$ cat config.mk
export PLATFORM = sky130hd
export DESIGN_NAME = inst_fetch
export DESIGN_NICKNAME = d
export VERILOG_FILES = /design/src/rtl/inst_fetch_pkg.sv /design/src/rtl/inst_fifo.sv /design/src/rtl/inst_fetch.sv
export SDC_FILE = /design/constraint.sdc
export NUM_CORES = 1
export LEC_CHECK = 0
export CAP_MARGIN = 15
export CORE_UTILIZATION = 48
export CTS_CLUSTER_DIAMETER = 50
export DETAILED_ROUTE_END_ITERATION = 8
export MAX_ROUTING_LAYER = met4
export PLACE_DENSITY_LB_ADDON = 0.25
export SLEW_MARGIN = 0
export SYNTH_ARGS = -nofsm -noshare
export SYNTH_HDL_FRONTEND = slang
export SYNTH_HIERARCHICAL = 1
export SYNTH_SLANG_ARGS = --single-unit
$ cat constraint.sdc
create_clock -name clk -period 8 [get_ports clk]
set_input_delay 1.6 -clock clk [delete_from_list [all_inputs] [get_ports clk]]
set_output_delay 1.6 -clock clk [all_outputs]
set_load 0.02 [all_outputs]
$ cat src/rtl/inst_fetch_pkg.sv
// Shared constants and types for the instruction fetch stage.
package inst_fetch_pkg;

    localparam int unsigned InstAddrWidth = 32;
    localparam int unsigned InstWidth     = 32;
    localparam int unsigned FetchBufDepth = 2;

    localparam logic [31:0] ZeroWord    = 32'h0000_0000;
    localparam logic [31:0] ResetPc     = 32'h0000_0000;
    localparam logic        RstEnable   = 1'b1;
    localparam logic        ChipEnable  = 1'b1;
    localparam logic        ChipDisable = 1'b0;
    localparam logic        Stop        = 1'b1;
    localparam logic        NoStop      = 1'b0;

    // One buffered fetch: the address it came from and the word the ROM returned.
    typedef struct packed {
        logic [InstAddrWidth-1:0] pc;
        logic [InstWidth-1:0]     inst;
    } fetch_entry_t;

    // Redirect targets are forced onto a word boundary.
    function automatic logic [InstAddrWidth-1:0] word_align(input logic [InstAddrWidth-1:0] addr);
        return {addr[InstAddrWidth-1:2], 2'b00};
    endfunction

endpackage

$ cat src/rtl/inst_fifo.sv
// Fetch buffer: small FIFO of {pc, inst} pairs with a synchronous clear for redirects.
module inst_fifo
    import inst_fetch_pkg::*;
#(
    parameter int unsigned DEPTH = FetchBufDepth
) (
    input  logic        clk,
    input  logic        rst,
    input  logic        clear,
    input  logic        push,
    input  logic [31:0] push_pc,
    input  logic [31:0] push_inst,
    input  logic        pop,
    output logic        full,
    output logic        valid,
    output logic [31:0] head_pc,
    output logic [31:0] head_inst
);

    localparam int unsigned PtrW = (DEPTH > 1) ? $clog2(DEPTH) : 1;
    localparam int unsigned CntW = $clog2(DEPTH) + 1;

    fetch_entry_t    mem_q [DEPTH];
    logic [PtrW-1:0] wr_ptr_q, wr_ptr_d;
    logic [PtrW-1:0] rd_ptr_q, rd_ptr_d;
    logic [CntW-1:0] count_q, count_d;
    logic            do_push, do_pop;

    assign valid   = (count_q != '0);
    assign full    = (count_q == CntW'(DEPTH));
    assign do_pop  = pop && valid && !clear;
    // A push into a full buffer is only accepted when the head leaves in the same cycle.
    assign do_push = push && !clear && (!full || do_pop);

    // Next pointers and occupancy; DEPTH is a power of two so pointers wrap on overflow.
    always_comb begin
        wr_ptr_d = wr_ptr_q;
        rd_ptr_d = rd_ptr_q;
        count_d  = count_q;
        if (clear) begin
            wr_ptr_d = '0;
            rd_ptr_d = '0;
            count_d  = '0;
        end else begin
            if (do_push) wr_ptr_d = wr_ptr_q + PtrW'(1);
            if (do_pop)  rd_ptr_d = rd_ptr_q + PtrW'(1);
            case ({do_push, do_pop})
                2'b10:   count_d = count_q + CntW'(1);
                2'b01:   count_d = count_q - CntW'(1);
                default: count_d = count_q;
            endcase
        end
    end

    // Pointer/count state, cleared asynchronously by reset.
    always_ff @(posedge clk or posedge rst) begin
        if (rst) begin
            wr_ptr_q <= '0;
            rd_ptr_q <= '0;
            count_q  <= '0;
        end else begin
            wr_ptr_q <= wr_ptr_d;
            rd_ptr_q <= rd_ptr_d;
            count_q  <= count_d;
        end
    end

    // Entry storage; contents need no reset because the outputs are gated by valid.
    always_ff @(posedge clk) begin
        if (do_push) mem_q[wr_ptr_q] <= '{pc: push_pc, inst: push_inst};
    end

    // Head of the buffer reads as zero while empty.
    always_comb begin
        head_pc   = ZeroWord;
        head_inst = ZeroWord;
        if (valid) begin
            head_pc   = mem_q[rd_ptr_q].pc;
            head_inst = mem_q[rd_ptr_q].inst;
        end
    end

endmodule

$ cat src/rtl/inst_fetch.sv
// Instruction fetch stage: pc sequencing, redirect on flush/branch, buffered output.
module inst_fetch
    import inst_fetch_pkg::*;
#(
    parameter int unsigned FETCH_DEPTH = FetchBufDepth
) (
    input  logic        clk,
    input  logic        rst,
    input  logic [5:0]  stall,
    input  logic        branch_flag_i,
    input  logic [31:0] branch_target_address_i,
    input  logic        flush,
    input  logic [31:0] new_pc,
    output logic        rom_ce,
    output logic [31:0] rom_addr,
    input  logic [31:0] rom_inst,
    output logic        if_valid,
    output logic [31:0] if_pc,
    output logic [31:0] if_inst
);

    logic [31:0] pc_q, pc_d;
    logic        ce_q;
    logic        deq, enq, redirect, buf_full;
    logic        unused_stall;

    // Only the decode-stage stall bit matters here.
    assign unused_stall = ^{stall[5:2], stall[0]};

    assign rom_ce   = ce_q;
    assign rom_addr = pc_q;

    assign redirect = flush || branch_flag_i;
    assign deq      = if_valid && (stall[1] == NoStop);
    assign enq      = (ce_q == ChipEnable) && !redirect && (!buf_full || deq);

    // Next pc: flush beats branch beats sequential fetch; a blocked fetch holds pc.
    always_comb begin
        pc_d = pc_q;
        if (flush) begin
            pc_d = word_align(new_pc);
        end else if (branch_flag_i) begin
            pc_d = word_align(branch_target_address_i);
        end else if (enq) begin
            pc_d = pc_q + 32'd4;
        end
    end

    // pc and chip-enable state; ce comes up on the first edge after reset release.
    always_ff @(posedge clk or posedge rst) begin
        if (rst) begin
            pc_q <= ResetPc;
            ce_q <= ChipDisable;
        end else begin
            pc_q <= pc_d;
            ce_q <= ChipEnable;
        end
    end

    inst_fifo #(
        .DEPTH (FETCH_DEPTH)
    ) u_inst_fifo (
        .clk       (clk),
        .rst       (rst),
        .clear     (redirect),
        .push      (enq),
        .push_pc   (pc_q),
        .push_inst (rom_inst),
        .pop       (deq),
        .full      (buf_full),
        .valid     (if_valid),
        .head_pc   (if_pc),
        .head_inst (if_inst)
    );

endmodule

### Word-level counts from Yosys, hierarchy flattened

Memories as Yosys holds them, arrays and structs flattened.
Cells that the tools add are included.

| word-level totals | value |
|---|---|
| register bits | 37 |
| output and inout port bits | 98 |
| memories | 1 |
| ROM bits | 0 |
| latch bits | 0 |
| RAM bits | 128 |

Memory list:

| name | words | bits a word | rd ports | clocked after Yosys merged registers in | wr ports | RTL line | RTL |
|---|---|---|---|---|---|---|---|
| u_inst_fifo.mem_q | 2 | 64 | 1 | 0 | 1 | inst_fifo.sv:23 | `fetch_entry_t mem_q [DEPTH];` |

| operators by class | value |
|---|---|
| div/mod/pow operators | 0 |
| mux-type cells | 13 |
| equality and inequality tests | 3 |
| order comparisons | 0 |
| multipliers | 0 |
| reduce and logical (&&, ||, !) cells | 17 |
| bitwise logic cells | 1 |
| $add $sub $neg | 5 |
| shifts and indexed selects | 0 |

Operator list:

| cell | count |
|---|---|
| 2-to-1 mux 32 bit | 5 |
| adder 32 x 3 -> 32 bit (second input constant) | 1 |
| logical AND 1 bit | 7 |
| 2-to-1 mux 1 bit | 6 |
| nonzero test 2 bit | 3 |
| nonzero test 3 bit | 2 |
| equality test 2 bit (second input constant) | 2 |
| one-hot mux 2 bit (2 select lines) | 1 |
| logical OR 1 bit | 3 |
| adder 1 bit (second input constant) | 2 |
| adder 2 x 1 -> 2 bit (second input constant) | 1 |
| equality test 2 x 1 -> 1 bit (second input constant) | 1 |
| zero test 1 bit | 2 |
| 2-to-1 mux 2 bit | 1 |
| subtractor 2 x 1 -> 2 bit (second input constant) | 1 |
| inverter 1 bit | 1 |

### Depth between registers and ports, before layout

Gate-level depths: netlist of run 1.

| depth | value |
|---|---|
| word-level depth | 9 |
| depth in mapped cells | 13 |

### Modules after synthesis

The synthesis of run 1 kept the hierarchy.

By module, submodules not included:

| module | instances | area an instance (um^2) | cells each | seq. area each (um^2) |
|---|---|---|---|---|
| inst_fifo | 1 | 5064.9 | 302 | 3943.8 |
| inst_fetch | 1 | 2323.5 | 277 | 775.7 |

### Least setup slack after synthesis of run 1

OpenSTA, ideal clock, no wires.

| path | value |
|---|---|
| path kind | input -> register |
| start | input port stall[1] |
| end | memory u_inst_fifo/mem_q[0][0] (netlist bit) (enable) |
| setup time | 564 ps |
| required time | 7436 ps |
| buffers on the path | 1 |
| stages | 7 |
| data arrival time | 6885 ps |
| path slack | 551 ps |
| path through | nand2b_4 > a21oi_1 > nand2_1 > inv_1 > buf_2 > nand2_1 > nor3_1 |

| between the ends | value |
|---|---|
| word-level cells in the longest chain between the ends | 8 |
| elaborated cells between the ends (all ways) | 11 |
| classes of those cells | 2 x mux; 1 x bitwise; 8 x reduce/logical |

Ends and longest elaborated chain:

| what | RTL line | RTL |
|---|---|---|
| start, declared | inst_fetch.sv:9 | `input logic [5:0] stall,` |
| inverter 1 bit | inst_fetch.sv:34 | `assign deq = if_valid && (stall[1] == NoStop);` |
| logical AND 1 bit | inst_fetch.sv:34 |  |
| logical OR 1 bit | inst_fetch.sv:35 | `assign enq = (ce_q == ChipEnable) && !redirect && (!buf_full \|\| deq);` |
| logical AND 1 bit | inst_fetch.sv:35 |  |
| named net enq | inst_fetch.sv:24 | `logic deq, enq, redirect, buf_full;` |
| logical AND 1 bit (2 in series) | inst_fifo.sv:33 | `assign do_push = push && !clear && (!full \|\| do_pop);` |
| 2-to-1 mux 1 bit | inst_fifo.sv:70 | `if (do_push) mem_q[wr_ptr_q] <= '{pc: push_pc, inst: push_inst};` |
| 2-to-1 mux 1 bit (not written as such) | inst_fifo.sv:70 |  |
| end, declared | inst_fifo.sv:23 |  |

The timed path passes the listed nets, and every way through them passes these cells.

### Final worst setup path of run 1

| path | value |
|---|---|
| start | input port flush |
| end | memory u_inst_fifo/mem_q[1][19] (netlist bit) (enable) |

| between the ends | value |
|---|---|
| word-level cells in the longest chain between the ends | 8 |
| elaborated cells between the ends (all ways) | 10 |
| classes of those cells | 2 x mux; 8 x reduce/logical |

Ends and longest elaborated chain:

| what | RTL line | RTL |
|---|---|---|
| start, declared | inst_fetch.sv:12 | `input logic flush,` |
| logical OR 1 bit (*) | inst_fetch.sv:33 | `assign redirect = flush \|\| branch_flag_i;` |
| zero test 1 bit (*) | inst_fifo.sv:31, inst_fifo.sv:33, inst_fetch.sv:35 |  |
| logical AND 1 bit (2 in series) | inst_fetch.sv:35 |  |
| logical AND 1 bit | inst_fifo.sv:33 |  |
| logical AND 1 bit (*) | inst_fifo.sv:33 |  |
| 2-to-1 mux 1 bit (*) | inst_fifo.sv:70 |  |
| 2-to-1 mux 1 bit (not written as such) (*) | inst_fifo.sv:70 |  |

Every way passes the cells marked *; elsewhere a longest branch is shown, timed or not.

==> results of run 1 <==
## worst register-to-register path, cell delays in order, from the launching register on
cell	delay (ps)
sky130_fd_sc_hd__dfrtp_1	520
sky130_fd_sc_hd__nor2_4	130
sky130_fd_sc_hd__buf_4	340
sky130_fd_sc_hd__inv_1	210
sky130_fd_sc_hd__nand2b_4	100
sky130_fd_sc_hd__a21oi_1	620
sky130_fd_sc_hd__nand2_1	240
sky130_fd_sc_hd__inv_1	250
sky130_fd_sc_hd__and4b_4	1010
## state kept, by name, summed over array words and instances, names as in the netlist
name	count
rom_addr	30
rom_ce	1
u_inst_fifo/count_q	2
u_inst_fifo/mem_q	128
u_inst_fifo/rd_ptr_q	1
u_inst_fifo/wr_ptr_q	1
## synth_stat cells (8+ instances only)
library cell / instances
sky130_fd_sc_hd__nand2_1: 29
sky130_fd_sc_hd__mux2i_1: 72
sky130_fd_sc_hd__buf_2: 14
sky130_fd_sc_hd__a22oi_1: 11
sky130_fd_sc_hd__clkbuf_1: 10
sky130_fd_sc_hd__inv_1: 14
sky130_fd_sc_hd__nand4_1: 8
sky130_fd_sc_hd__edfxtp_1: 128
sky130_fd_sc_hd__o21ai_0: 15
sky130_fd_sc_hd__xor2_1: 12
sky130_fd_sc_hd__dfrtp_1: 35
sky130_fd_sc_hd__nor2_1: 89
sky130_fd_sc_hd__a21oi_1: 30
sky130_fd_sc_hd__nand3_1: 15
## cell type report
class	count	area, sq um	share of cell area, %
Timing Repair Buffer	199	1970	19.7
Sequential cell	163	4720	47.0
Clock buffer	23	458	4.56
Tap cell	184	230	2.29
Multi-Input combinational cell	374	2490	24.8
Inverter	15	56.3	0.561
Clock inverter	9	106	1.06
## metal layers
metal  GRT usage [%]  routed length, microns  part of all wire, %
met5               -                       0                    0
met4            10.4                     429                  2.4
met3            4.29                    1250                  7.0
met2            38.3                    8850                   49
met1            28.6                    7430                   41
## cell families after synthesis
family / after synthesis / synth area share [%]
xor gates and xnor gates: 16 / 1.90
DFF: 163 / 63.9
other: 2 / 0.102
adders and majority gates: 1 / 0.169
and+or+nand+nor: 181 / 12.5
muxes: 72 / 9.75
AOI/OAI and AO/OA: 97 / 8.86
buffers and inverters: 47 / 2.88
## per-stage QoR
| step | total power, mW | cells | setup slack, ps |
|---|---|---|---|
| after global placement | 1.21 | 935 | 3320 |
| after global routing | 2.04 | 967 | 3480 |
| after detailed placement | 1.22 | 935 | 3250 |
| after CTS | 1.99 | 967 | 3680 |
| after floorplan | 1.09 | 584 | 551 |
| final | 1.98 | 967 | 3620 |
## power by group through the flow
stage / clock network (mW) / registers (mW) / logic [mW]
after detailed placement: 0 / 1.00 / 0.213
after global routing: 0.820 / 0.990 / 0.228
after CTS: 0.790 / 0.986 / 0.215
after floorplan: 0 / 1.01 / 0.0789
after global placement: 0 / 1.00 / 0.208
final: 0.777 / 0.986 / 0.214
## worst max-delay path by stage
stage                     startpoint                            endpoint  slack [ps]  depth (start not counted)
final                          flush  u_inst_fifo/mem_q[1][19]$_DFFE_PP_        3620                          5
after global routing           flush   u_inst_fifo/mem_q[1][1]$_DFFE_PP_        3480                          5
after CTS                      flush  u_inst_fifo/mem_q[1][22]$_DFFE_PP_        3680                          5
after detailed placement       flush  u_inst_fifo/mem_q[1][32]$_DFFE_PP_        3250                          5
after global placement         flush  u_inst_fifo/mem_q[1][56]$_DFFE_PP_        3320                          5
after floorplan             stall[1]   u_inst_fifo/mem_q[0][0]$_DFFE_PP_         550                          7
==> key figures, run 1 <==
Outcome
  • Result of the run: completed

Clock network
  • Count of clock tree sinks: 163
  • Clock tree buffer depth: 2
  • Post-CTS Hold Buffers: 0
  • Buffers inserted by post-CTS timing repair: 0
  • TritonCTS clock tree: yes
  • # resized after CTS: 0
  • Root buffer cell: sky130_fd_sc_hd__clkbuf_16
  • Count of H-tree levels built during CTS: 4
  • Clock-pin transition on the worst setup and hold timing paths: 60 ps
  • Clock buffer count from CTS: 17
  • Clock network latency to the later pin of the worst-skew pair: roughly 420 ps

Synth
  • Area of the mapped netlist: 7390 sq um
  • Cells after synthesis: 579
  • Share of the yosys chip area belonging to registers: 63.9%
  • Number of enable flip-flop cells after synthesis: 128
  • Warning count from the yosys run: 6
  • Cell type contributing the most total cell area after synthesis: sky130_fd_sc_hd__edfxtp_1
  • Synthesized area divided by synthesized cell count: 12.8 sq um
  • FFs w/ async S/R, synth: 21.5%
  • Share of the synthesized area in the top cell type: 52.0%
  • Most used DFF post-synth: sky130_fd_sc_hd__edfxtp_1
  • Leading post-synthesis cells by cell area: sky130_fd_sc_hd__edfxtp_1, sky130_fd_sc_hd__dfrtp_1, sky130_fd_sc_hd__mux2i_1, sky130_fd_sc_hd__nor2_1, sky130_fd_sc_hd__a21oi_1
  • FF+latch count, synth: 163
  • Synth cell types: between 60 and 70

Critical path
  • Maximum cell stage delay along the critical path: 1180 ps
  • Critical path startpoint category: input pin
  • Launch instance of the worst register-to-register path: u_inst_fifo/count_q[1]$_DFFE_PP0P_
  • Arrival @ worst endpoint: 4400 ps
  • Reg2reg path depth: 8
  • Worst setup path category: input pin to flop
  • Flop-to-flop setup slack: roughly 4200 ps
  • Slowest library cell on the worst path: sky130_fd_sc_hd__and4b_4
  • Critical path capture point type: flop
  • Maximum net fanout on the critical path: between 60 and 70
  • Delay-heaviest family, CP: simple AND/OR/NAND/NOR gates
  • Endpoint of the worst register-to-register path: u_inst_fifo/mem_q[1][19]$_DFFE_PP_
  • Cells traversed along the worst timing path: clkdlybuf4s50_1, buf_4, nor2_1, inv_1, and4b_4
  • Combined buffer and inverter count along the critical path: 3
  • Worst EP required: ~8000 ps

Routing
  • Count of nets left with antenna violations after detail routing: 0
  • Initial DRC count: 420
  • Via-per-instance ratio: 5.58
  • WL per Instance: roughly 19 microns
  • Via count: between 5k and 6k
  • Remaining DRCs: 0
  • Total wire length: 18.0 mm
  • First-pass iteration count of the detailed router: 5

Min path
  • Min-delay src: rom_addr[25]$_DFFE_PP0P_
  • Number of cells on the worst hold path: 0
  • Worst hold-check path type: flop to flop
  • Worst hold path endpoint: u_inst_fifo/mem_q[1][57]$_DFFE_PP_

Place
  • Count of input and output buffers: 192
  • Post-Place Cell Area: 9480 sq um
  • Final GP Congestion: 0.868
  • Placed wire-length estimate: 11.9 mm

STA
  • Hold WS: 591 ps
  • Hold violation total from the final report: 0
  • Worst slew pin tran: about 1200 ps
  • Post-route minimum period: 4380 ps
  • Final clock skew: 5.77 ps
  • Setup TNS: 0 ps
  • Worst-case headroom to the max-slew limit: 22.9%
  • Share of the cycle needed by the critical path after routing: 54.7%
  • RSZ-0062 raised after global routing: false
  • Setup-violating endpoint count in the final report: 0
  • Highest attainable clock frequency: between 200 and 250 MHz
  • Final max-slew violation count: 0

Die
  • Core outline area: 14800 sq um
  • Top Ports: 204
  • Die outline width: 126 microns
  • Cell Rows: 44
  • Initial cell density of the core: around half
  • Die H: 126 microns
  • Total die area: 15900 sq um

Pwr
  • Comb power frac: 10.8%
  • Share of power burned in registers: 49.9%
  • Net load switching power: 457 uW
  • Peak supply drop: 0.000156 V
  • Power density cells: 197 nW/um^2
  • Leak Pwr: 3.43 nW
  • Part of the total power dissipated in the clock network: about two fifths
  • Internal power: 1.52 mW
  • Sw frac: 23.1%

Finish
  • Relative area change from synthesis to final layout: 35.9%
  • Post-layout utilization of the core: 68.0%
  • Share of post-route cells with drive strength above 1: 6.77%
  • Final instance area: roughly 10000 sq um
  • Layout Nets: 877
  • Most frequent standard cell in the layout excluding fill and tap cells: sky130_fd_sc_hd__clkdlybuf4s50_1
  • Number of antenna cells inserted: 0
  • Number of fill cells: 1118
  • Top library cells by usage in the layout, fill and taps aside: sky130_fd_sc_hd__clkdlybuf4s50_1, sky130_fd_sc_hd__edfxtp_1, sky130_fd_sc_hd__nor2_1

Global routing
  • Number of global-route vias before repair: 5412
  • Total global routing track utilization: 23.5%
  • Antenna violations before repair: 0
  • First-pass GRT wire length: approximately 28 mm
  • Largest net degree at the start of global routing: 66
  • Total overflow reported by the global router: 0

Run
  • Max-Cap Viols: 0
No activity file was read; power rests on OpenSTA's default activity.
==> run 2: changes to the inputs <==
==> constraint.sdc (replaced) <==
create_clock -name clk -period 4.4 [get_ports clk]
set_input_delay 0.88 -clock clk [delete_from_list [all_inputs] [get_ports clk]]
set_output_delay 0.88 -clock clk [all_outputs]
set_load 0.02 [all_outputs]
==> key figures, run 2 (synthesis results as in run 1) <==
Place
  • Count of input and output buffers: 192
  • Final GP Congestion: 0.859
  • Placed wire-length estimate: ~12 mm

STA
  • Final max-slew violation count: 0
  • Post-route minimum period: 3510 ps
  • Worst slew pin tran: around 1200 ps
  • Hold violation total from the final report: 0
  • Share of the cycle needed by the critical path after routing: 79.8%
  • Final clock skew: between 10 and 15 ps
  • Highest attainable clock frequency: approximately 280 MHz
  • Setup TNS: 0 ps
  • Worst-case headroom to the max-slew limit: approximately 23%
  • Setup-violating endpoint count in the final report: 0
  • RSZ-0062 raised after global routing: false

Die
  • Core outline area: 14800 sq um
  • Initial cell density of the core: approximately half
  • Cell Rows: 44
  • Die H: about 130 microns
  • Die outline width: about 130 microns
  • Total die area: around 16000 sq um
  • Top Ports: 204

Clock network
  • # resized after CTS: 0
  • TritonCTS clock tree: yes
  • Root buffer cell: sky130_fd_sc_hd__clkbuf_16
  • Count of clock tree sinks: 163
  • Clock tree buffer depth: 2
  • Clock network latency to the later pin of the worst-skew pair: 430 ps
  • Count of H-tree levels built during CTS: 4
  • Buffers inserted by post-CTS timing repair: 0
  • Clock buffer count from CTS: 17
  • Post-CTS Hold Buffers: 0
  • Clock-pin transition on the worst setup and hold timing paths: 60 ps

Critical path
  • Arrival @ worst endpoint: 2630 ps
  • Worst EP required: about 3500 ps
  • Delay-heaviest family, CP: flip-flops
  • Slowest library cell on the worst path: sky130_fd_sc_hd__dfrtp_4
  • Combined buffer and inverter count along the critical path: 1
  • Critical path capture point type: output port
  • Maximum net fanout on the critical path: 65
  • Worst setup path category: flop to output port
  • Maximum cell stage delay along the critical path: 1160 ps
  • Flop-to-flop setup slack: around 1300 ps
  • Critical path startpoint category: flop
  • Cells traversed along the worst timing path: mux2i_1, nor2_1, clkdlybuf4s50_1

Finish
  • Sequential standard cell area: 4720 sq um
  • Share of post-route cells with drive strength above 1: 7.88%
  • Most frequent standard cell in the layout excluding fill and tap cells: sky130_fd_sc_hd__clkdlybuf4s50_1
  • Top library cells by usage in the layout, fill and taps aside: sky130_fd_sc_hd__clkdlybuf4s50_1, sky130_fd_sc_hd__edfxtp_1, sky130_fd_sc_hd__nor2_1
  • Layout Nets: 881
  • Multi-input gate area in the final layout: 2500 sq um
  • Largest reg by FF count: u_inst_fifo/mem_q
  • Relative area change from synthesis to final layout: 36.9%
  • Largest register FFs: between 100 and 150
  • Number of fill cells: 1123
  • Number of antenna cells inserted: 0

Routing
  • Count of nets left with antenna violations after detail routing: 0
  • Remaining DRCs: 0
  • Initial DRC count: 405
  • Total wire length: approximately 18 mm
  • Via-per-instance ratio: 5.56
  • First-pass iteration count of the detailed router: 6
  • WL per Instance: 19.0 microns
  • Via count: 5403

Pwr
  • Part of the total power dissipated in the clock network: 40.4%
  • Comb power frac: 10.7%
  • Share of power burned in registers: 48.8%
  • Sw frac: 24.6%
  • Power density cells: 363 nW/um^2
  • Sum of internal, switching and leakage power: 3.67 mW
  • Leak Pwr: roughly 3.5 nW
  • Net load switching power: 902 uW
  • Peak supply drop: 0.000247 V
  • Internal power: 2.77 mW

Global routing
  • Number of global-route vias before repair: roughly 5.4k
  • Total global routing track utilization: 25.1%
  • Total overflow reported by the global router: 0
  • Antenna violations before repair: 0
  • Largest net degree at the start of global routing: 66
  • First-pass GRT wire length: 29.4 mm

Run
  • Max-Cap Viols: 0

Outcome
  • Result of the run: completed

Min path
  • Worst hold-check path type: flop to flop
[run 2: final timing paths]
path / to / startpoint / cells after the start
min in group asynchronous: u_inst_fifo/rd_ptr_q$_DFFE_PP0P_ / rst / 2
min reg2reg: u_inst_fifo/mem_q[0][53]$_DFFE_PP_ / rom_addr[21]$_DFFE_PP0P_ / 0
max in group asynchronous: rom_addr[8]$_DFFE_PP0P_ / rst / 3
min: u_inst_fifo/mem_q[0][53]$_DFFE_PP_ / rom_addr[21]$_DFFE_PP0P_ / 0
max: if_pc[7] / u_inst_fifo/rd_ptr_q$_DFFE_PP0P_ / 3
max reg2reg: rom_addr[26]$_DFFE_PP0P_ / u_inst_fifo/count_q[0]$_DFFE_PP0P_ / 9
[run 2: stage by stage]
step / utilization (%) / setup slack [ps] / hold WS [ps] / cell area (sq um) / std cells
finish: 68.6 / 890 / 567 / 10100 / 971
global route: 68.6 / 734 / 608 / 10100 / 971
CTS: 68.6 / 833 / 566 / 10100 / 971
detailed placement: 64.6 / 1130 / 547 / 9520 / 939
global placement: 64.6 / 1210 / 546 / 9520 / 939
floorplan: - / 511 / 575 / 7420 / 584
[run 2: worst reg2reg max path: stages, from the launching register on]
cell and delay, ps:
sky130_fd_sc_hd__dfrtp_1 480, sky130_fd_sc_hd__nor2_4 760, sky130_fd_sc_hd__inv_1 220, sky130_fd_sc_hd__nand2b_4 180
sky130_fd_sc_hd__a21oi_1 80, sky130_fd_sc_hd__buf_4 190, sky130_fd_sc_hd__nor2_1 380, sky130_fd_sc_hd__buf_4 310
sky130_fd_sc_hd__o311ai_0 180, sky130_fd_sc_hd__nor3b_1 180
[run 2: final cells by class]
class	count	share of cell area, %
clock inverters	15	1.65
inverters	15	0.557
well taps	184	2.28
repair buffers	203	19.9
multi-input cells	374	24.7
flip-flops and latches	163	46.7
clock buffers	17	4.21
[run 2: layer usage]
metal	share of wire [%]	routed length, microns	track usage, %	vias to the layer above
met2	47	8770	38.7	248
met4	1.4	265	8.22	0
met1	44	8110	33.5	2607
li1	-	-	-	2531
met3	7.3	1340	4.97	17
met5	0	0	-	-
[run 2: power groups by stage]
| stage | logic (mW) | registers (mW) | clock network (mW) |
|---|---|---|---|
| 2_1_floorplan | 0.144 | 1.84 | 0 |
| 3_3_place_gp | 0.385 | 1.82 | 0 |
| 3_5_place_dp | 0.392 | 1.82 | 0 |
| 4_1_cts | 0.394 | 1.79 | 1.51 |
| 5_1_grt | 0.422 | 1.80 | 1.57 |
| 6_report | 0.393 | 1.79 | 1.48 |
==> run 3: changes to the inputs <==
--- a/config.mk
+++ b/config.mk
@@ -6,7 +6,7 @@
 export NUM_CORES = 1
 export LEC_CHECK = 0
 export CAP_MARGIN = 15
-export CORE_UTILIZATION = 48
+export CORE_UTILIZATION = 44
 export CTS_CLUSTER_DIAMETER = 50
 export DETAILED_ROUTE_END_ITERATION = 8
 export MAX_ROUTING_LAYER = met4
==> constraint.sdc (replaced) <==
create_clock -name clk -period 2.91 [get_ports clk]
set_input_delay 0.582 -clock clk [delete_from_list [all_inputs] [get_ports clk]]
set_output_delay 0.582 -clock clk [all_outputs]
set_load 0.02 [all_outputs]
==> key figures, run 3 (synthesis results as in run 1) <==
Place
  • Number of instances in the placed design: 987
  • Count of input and output buffers: approximately 190
  • Final GP Congestion: 0.850
  • Placed wire-length estimate: 12.8 mm

Global routing
  • Antenna violations before repair: 0
  • Total global routing track utilization: a little under a quarter
  • Total overflow reported by the global router: 0
  • Number of global-route vias before repair: 5373
  • Largest net degree at the start of global routing: 45
  • First-pass GRT wire length: 29.0 mm

STA
  • Final clock skew: 10.3 ps
  • Worst-case headroom to the max-slew limit: approximately two fifths
  • Post-route minimum period: 2680 ps
  • Setup-violating endpoint count in the final report: 0
  • Final max-slew violation count: 0
  • Highest attainable clock frequency: about 370 MHz
  • Hold violation total from the final report: 0
  • RSZ-0062 raised after global routing: false
  • Share of the cycle needed by the critical path after routing: 92.0%
  • Worst slew pin tran: between 900 and 1000 ps

Run
  • Max-Cap Viols: 0

Critical path
  • Delay-heaviest family, CP: buffers and inverters
  • Maximum net fanout on the critical path: 13
  • Cells traversed along the worst timing path: nor2_4, buf_12, buf_4, nor2_1, clkdlybuf4s50_1
  • Slowest library cell on the worst path: sky130_fd_sc_hd__clkdlybuf4s50_1
  • Worst EP required: 2330 ps
  • Worst setup path category: flop to output port
  • Launch instance of the worst register-to-register path: u_inst_fifo/count_q[1]$_DFFE_PP0P_
  • Critical path capture point type: output port
  • Critical path startpoint category: flop
  • Combined buffer and inverter count along the critical path: 3
  • Maximum cell stage delay along the critical path: 620 ps
  • Source of the critical timing path: u_inst_fifo/count_q[1]$_DFFE_PP0P_
  • Arrival @ worst endpoint: 2100 ps

Die
  • Top Ports: just over 200
  • Total die area: roughly 17000 sq um
  • Core outline area: between 15000 and 20000 sq um
  • Cell Rows: 47
  • Die outline width: approximately 130 microns
  • Die H: approximately 130 microns
  • Initial cell density of the core: 44.9%

Routing
  • Total wire length: 18.5 mm
  • Initial DRC count: 295
  • Via-per-instance ratio: 5.29
  • First-pass iteration count of the detailed router: 5
  • Count of nets left with antenna violations after detail routing: 0
  • Via count: 5403
  • Remaining DRCs: 0
  • WL per Instance: 18.1 microns

Finish
  • Layout Nets: a little under 900
  • Non-filler instance count after layout: 1021
  • Largest reg by FF count: u_inst_fifo/mem_q
  • Number of antenna cells inserted: 0
  • Top library cells by usage in the layout, fill and taps aside: sky130_fd_sc_hd__clkdlybuf4s50_1, sky130_fd_sc_hd__edfxtp_1, sky130_fd_sc_hd__nor2_1
  • Largest register FFs: 128
  • Share of post-route cells with drive strength above 1: 9.99%
  • Relative area change from synthesis to final layout: 41.1%
  • Most frequent standard cell in the layout excluding fill and tap cells: sky130_fd_sc_hd__clkdlybuf4s50_1

Clock network
  • Count of H-tree levels built during CTS: 4
  • TritonCTS clock tree: yes
  • Clock buffer count from CTS: 17
  • Root buffer cell: sky130_fd_sc_hd__clkbuf_16
  • Clock-pin transition on the worst setup and hold timing paths: 60 ps
  • # resized after CTS: 0
  • Count of clock tree sinks: between 150 and 200
  • Clock tree buffer depth: 2
  • Clock network latency to the later pin of the worst-skew pair: 430 ps
  • Post-CTS Hold Buffers: 0
  • Buffers inserted by post-CTS timing repair: 0

Pwr
  • Peak supply drop: 0.000408 V
  • Leak Pwr: ~3.6 nW
  • Sum of internal, switching and leakage power: 5.70 mW
  • Power density cells: around 550 nW/um^2

Outcome
  • Result of the run: completed

Min path
  • Worst hold-check path type: input pin to async pin
[run 3: final timing paths]
kind	slack (ps)	cells after the start	endpoint
setup reg to reg	490	11	u_inst_fifo/mem_q[0][6]$_DFFE_PP_
min in group clk	590	0	u_inst_fifo/mem_q[1][53]$_DFFE_PP_
hold / removal	410	2	u_inst_fifo/count_q[0]$_DFFE_PP0P_
hold reg to reg	590	0	u_inst_fifo/mem_q[1][53]$_DFFE_PP_
max in group asynchronous	1530	3	rom_addr[11]$_DFFE_PP0P_
setup / recovery	230	5	if_pc[23]
[run 3: layout make-up]
| class | count | area (sq um) |
|---|---|---|
| Sequential cell | 163 | 4720 |
| Clock inverter | 15 | 204 |
| Multi-Input combinational cell | 374 | 2520 |
| Inverter | 15 | 63.8 |
| Clock buffer | 17 | 425 |
| Fill cell | 1252 | 6040 |
| Tap cell | 220 | 275 |
| Timing Repair Buffer | 217 | 2210 |
[run 3: power breakdown]
part	switching, mW	internal [mW]	total [mW]	leakage [nW]
registers	0.114	2.59	2.70	1.58
logic	0.302	0.321	0.623	1.70
clock network	0.926	1.45	2.37	0.294
[run 3: per-stage QoR]
stage	util, %	hold WS [ps]	TNS (ps)	setup WS (ps)	cell area [sq um]
floorplan	-	348	-30810	-481	7480
global placement	59.3	571	0	333	9770
detailed placement	59.3	585	0	277	9770
CTS	63.1	423	0	31.8	10400
global route	63.3	458	0	131	10400
finish	63.3	408	0	232	10400
[run 3: layer usage]
| metal | part of all wire, % | GRT usage [%] |
|---|---|---|
| met5 | 0 | - |
| met4 | 1.8 | 8.98 |
| met3 | 5.6 | 4.82 |
| met2 | 50 | 36.6 |
| met1 | 42 | 27.9 |
